`config.mk`:
```
export PLATFORM = sky130hd
export DESIGN_NAME = rr_pick
export DESIGN_NICKNAME = d
export VERILOG_FILES = /design/src/rtl/arb_pkg.sv /design/src/rtl/rr_pick.sv
export SDC_FILE = /design/constraint.sdc
export NUM_CORES = 1
export LEC_CHECK = 0
export BUFFER_PORTS_ARGS = -buffer_cell sky130_fd_sc_hd__buf_2
export CAP_MARGIN = 20
export CORE_AREA = 2 2 39 41
export DETAILED_ROUTE_END_ITERATION = 7
export DIE_AREA = 0 0 41 43
export GPL_ROUTABILITY_DRIVEN = 0
export SYNTH_ARGS = -nofsm -noshare
export SYNTH_HDL_FRONTEND = slang
export SYNTH_SLANG_ARGS = --single-unit
```
`constraint.sdc`:
```
create_clock -name vclk -period 0.8
set_input_delay 0 -clock vclk [all_inputs]
set_output_delay 0 -clock vclk [all_outputs]
set_load 0.01 [all_outputs]
```
`src/rtl/arb_pkg.sv`:
```
// Shared types and helpers for the round-robin arbiter: FSM state, counter widths, rotating search.
package arb_pkg;

  typedef enum logic {IDLE, BUSY} arb_state_t;

  // Widest request vector the rotating search handles.
  localparam int PICK_MAX = 32;

  // Bits needed to hold 0..max_val, never less than one.
  function automatic int width_for(input int max_val);
    int w;
    w = $clog2(max_val + 1);
    return (w < 1) ? 1 : w;
  endfunction

  // First set bit of req at or after ptr, wrapping at n; -1 when req is empty.
  function automatic int rr_next(input logic [PICK_MAX-1:0] req, input int ptr, input int n);
    int         idx;
    logic [4:0] j;
    idx = -1;
    for (int k = PICK_MAX - 1; k >= 0; k--) begin
      if (k < n) begin
        j = 5'((ptr + k) % n);
        if (req[j]) idx = int'(j);
      end
    end
    return idx;
  endfunction

endpackage

```
`src/rtl/rr_pick.sv`:
```
// Combinational rotating-priority picker: lowest requester at or after ptr, ignoring masked channels.
module rr_pick
  import arb_pkg::*;
#(
  parameter int N  = 4,
  parameter int IW = $clog2(N)
) (
  input  logic [N-1:0]  req,
  input  logic [IW-1:0] ptr,
  input  logic [N-1:0]  mask,
  output logic          found,
  output logic [IW-1:0] idx
);

  logic [PICK_MAX-1:0] cand;
  int                  sel;

  always_comb begin
    cand          = '0;
    cand[N-1:0]   = req & ~mask;
    sel           = rr_next(cand, int'(ptr), N);
    found         = (sel >= 0);
    idx           = found ? IW'(sel) : '0;
  end

endmodule

```
==> out/metrics.cfg <==
[global_route]
grt_pass1_vias=141
grt_usage_pct=4.10
gr-total-overflow=0
grt_pass1_wl_microns=558
antenna_found_initial=0
grt_max_degree=5

[timing]
slew_headroom_pct=84.7
setup_viol_count_final=1
fin_ws_ps=-34.5
rsz0062_at_grt=yes
drv_slew=0
worst_pin_slew_ps=230
hold_viol_final=0
finalCritPeriodShare_pct=104
fin_crit_ps=834
max_freq_mhz=1200

[min_path]
hp-start=ptr[0]
hp-class=in -> out
hold_depth=3
worstHoldEndpoint=idx[0]

[setup_path]
endpoint_kind=output pin
critPathTopFamily=multiplexers
cp_max_fo=3
cp_num_buf_inv=2
critical_path_class=in -> out
critPathSlowestCell=mux2_4
cp_data_arrival_time_ps=830
cp.required_ps=800
crit_start=mask[0]
worstSetupStartpointType=input port
slowest_delay_ps=260
crit_chain=buf_6, nand2b_4, mux2_4, o211a_1, buf_2

[yosys]
synth_seq_area_share_pct=0
yosysTopAreaCellShare_pct=22.0
mappedNetlistNets=26
synthTopCellsByCount=nand2b_1 (2), nand2b_4 (2), o21ai_0 (2)
yosysWarnings=0
syn_area_sq_um=125
syn_area_per_cell_sq_um=7.82
yosysUniqueCellTypes=13
syn-instance-count=16
synth_top_cell_by_area=nand2b_4
synthTopCellsByArea=nand2b_4 (22%), nand2b_1 (10%), mux2_2 (9.0%)

[floorplan]
die_y_microns=43
num_rows=14
initial_core_util_pct=9.04
die-area_sq_um=1760
core-area_sq_um=1380
pin_count=13
die_w_microns=41

[route]
drt-initial-drc-count=0
wirelength_microns=395
antenna_left=0
vias_per_cell=3.62
drt-pass1-iter-count=1
wl_per_cell_microns=8.40
num_vias=170
drc=0

[job]
drv_cap=0

[power_and_ir_drop]
p_leak_nw=0.125
p_total_mw=0.124
p_comb_share_pct=100.0
p_switching_mw=0.0509
switching_share_pct=41.1
p_int_mw=0.0729
seqPwrFrac_pct=0
p_per_area_nw_per_um2=513
p_clk_share_pct=0
peakVddDrop_mv=0.0419

[cells_and_area]
diodes=0
clockBufferCount=0
fin_nets=43
drive_gt1_share_pct=58.1
finalCoreUtilization_pct=17.5
seq_cell_count=0
fillers=166
seq_area_sq_um=0
syn_to_final_growth_pct=93.0

[clock_network]
cts_setup_buffers=0
cts_hold_buf=0

[run_status]
status=complete, but fails checks
violations=negative setup slack

[placement]
portBuffers=13

-- layout by cell type, fill, tap and decap left out --
cell type and count:
buf_2 11, buf_6 2, nor3b_1 1, o22a_1 1
nand2b_4 2, a221oi_1 1, buf_4 2, o21ai_0 1
nand3_1 1, nand2b_1 2, o21ai_1 1, mux2_4 1
nand4_1 1, inv_1 1, nor2b_1 1, o21a_1 1
o211a_1 1
-- worst max path at each step --
stage / endpoint / slack [ps] / cells past startpoint
2_1_floorplan: idx[0] / 190 / 3
3_3_place_gp: idx[0] / -20 / 5
3_5_place_dp: idx[0] / -30 / 5
4_1_cts: idx[0] / -40 / 5
5_1_grt: idx[0] / -60 / 5
6_report: idx[0] / -30 / 5
-- layout make-up --
class                           instances  area (sq um)  area share, %
Inverter                                1          3.75           1.55
Timing Repair Buffer                   15          92.6           38.3
Multi-Input combinational cell         15           125           51.8
Tap cell                               16          20.0           8.29
-- per-layer routing --
layer | share of wire, % | vias up | global-route usage (%)
li1 | - | 93 | -
met1 | 35 | 71 | 4.43
met2 | 55 | 6 | 8.44
met3 | 9.9 | 0 | 0
met4 | 0 | 0 | 0
met5 | 0 | - | 0
-- stage by stage --
| stage | hold WS [ps] | setup TNS [ps] | cell area, sq um | cells | setup WS [ps] |
|---|---|---|---|---|---|
| global route | 373 | -102 | 241 | 47 | -63.0 |
| global placement | 370 | -43.8 | 225 | 47 | -23.4 |
| floorplan | 143 | 0 | 125 | 16 | 189 |
| CTS | 373 | -55.9 | 225 | 47 | -36.5 |
| finish | 347 | -34.5 | 241 | 47 | -34.5 |
| detailed placement | 371 | -64.2 | 225 | 47 | -33.9 |
-- timing repair --
item                       in CTS  in global routing
resized for setup               1                  3
setup endpoints to repair       2                  2
pin swaps                       1                  1
-- power by group through the flow --
stage,sequential [mW],combinational [mW],clock (mW)
after floorplan,0,0.0557,0
after global placement,0,0.115,0
after detailed placement,0,0.116,0
after CTS,0,0.117,0
after global routing,0,0.134,0
final,0,0.124,0
-- kinds of logic after synthesis --
logic type,after synthesis,share of synthesized area [%]
buffers and inverters,1,3.00
and+or+nand+nor,8,52.0
AOI/OAI and AO/OA,6,36.0
muxes,1,9.00
Note: power is estimated with default switching activity, not from simulation.
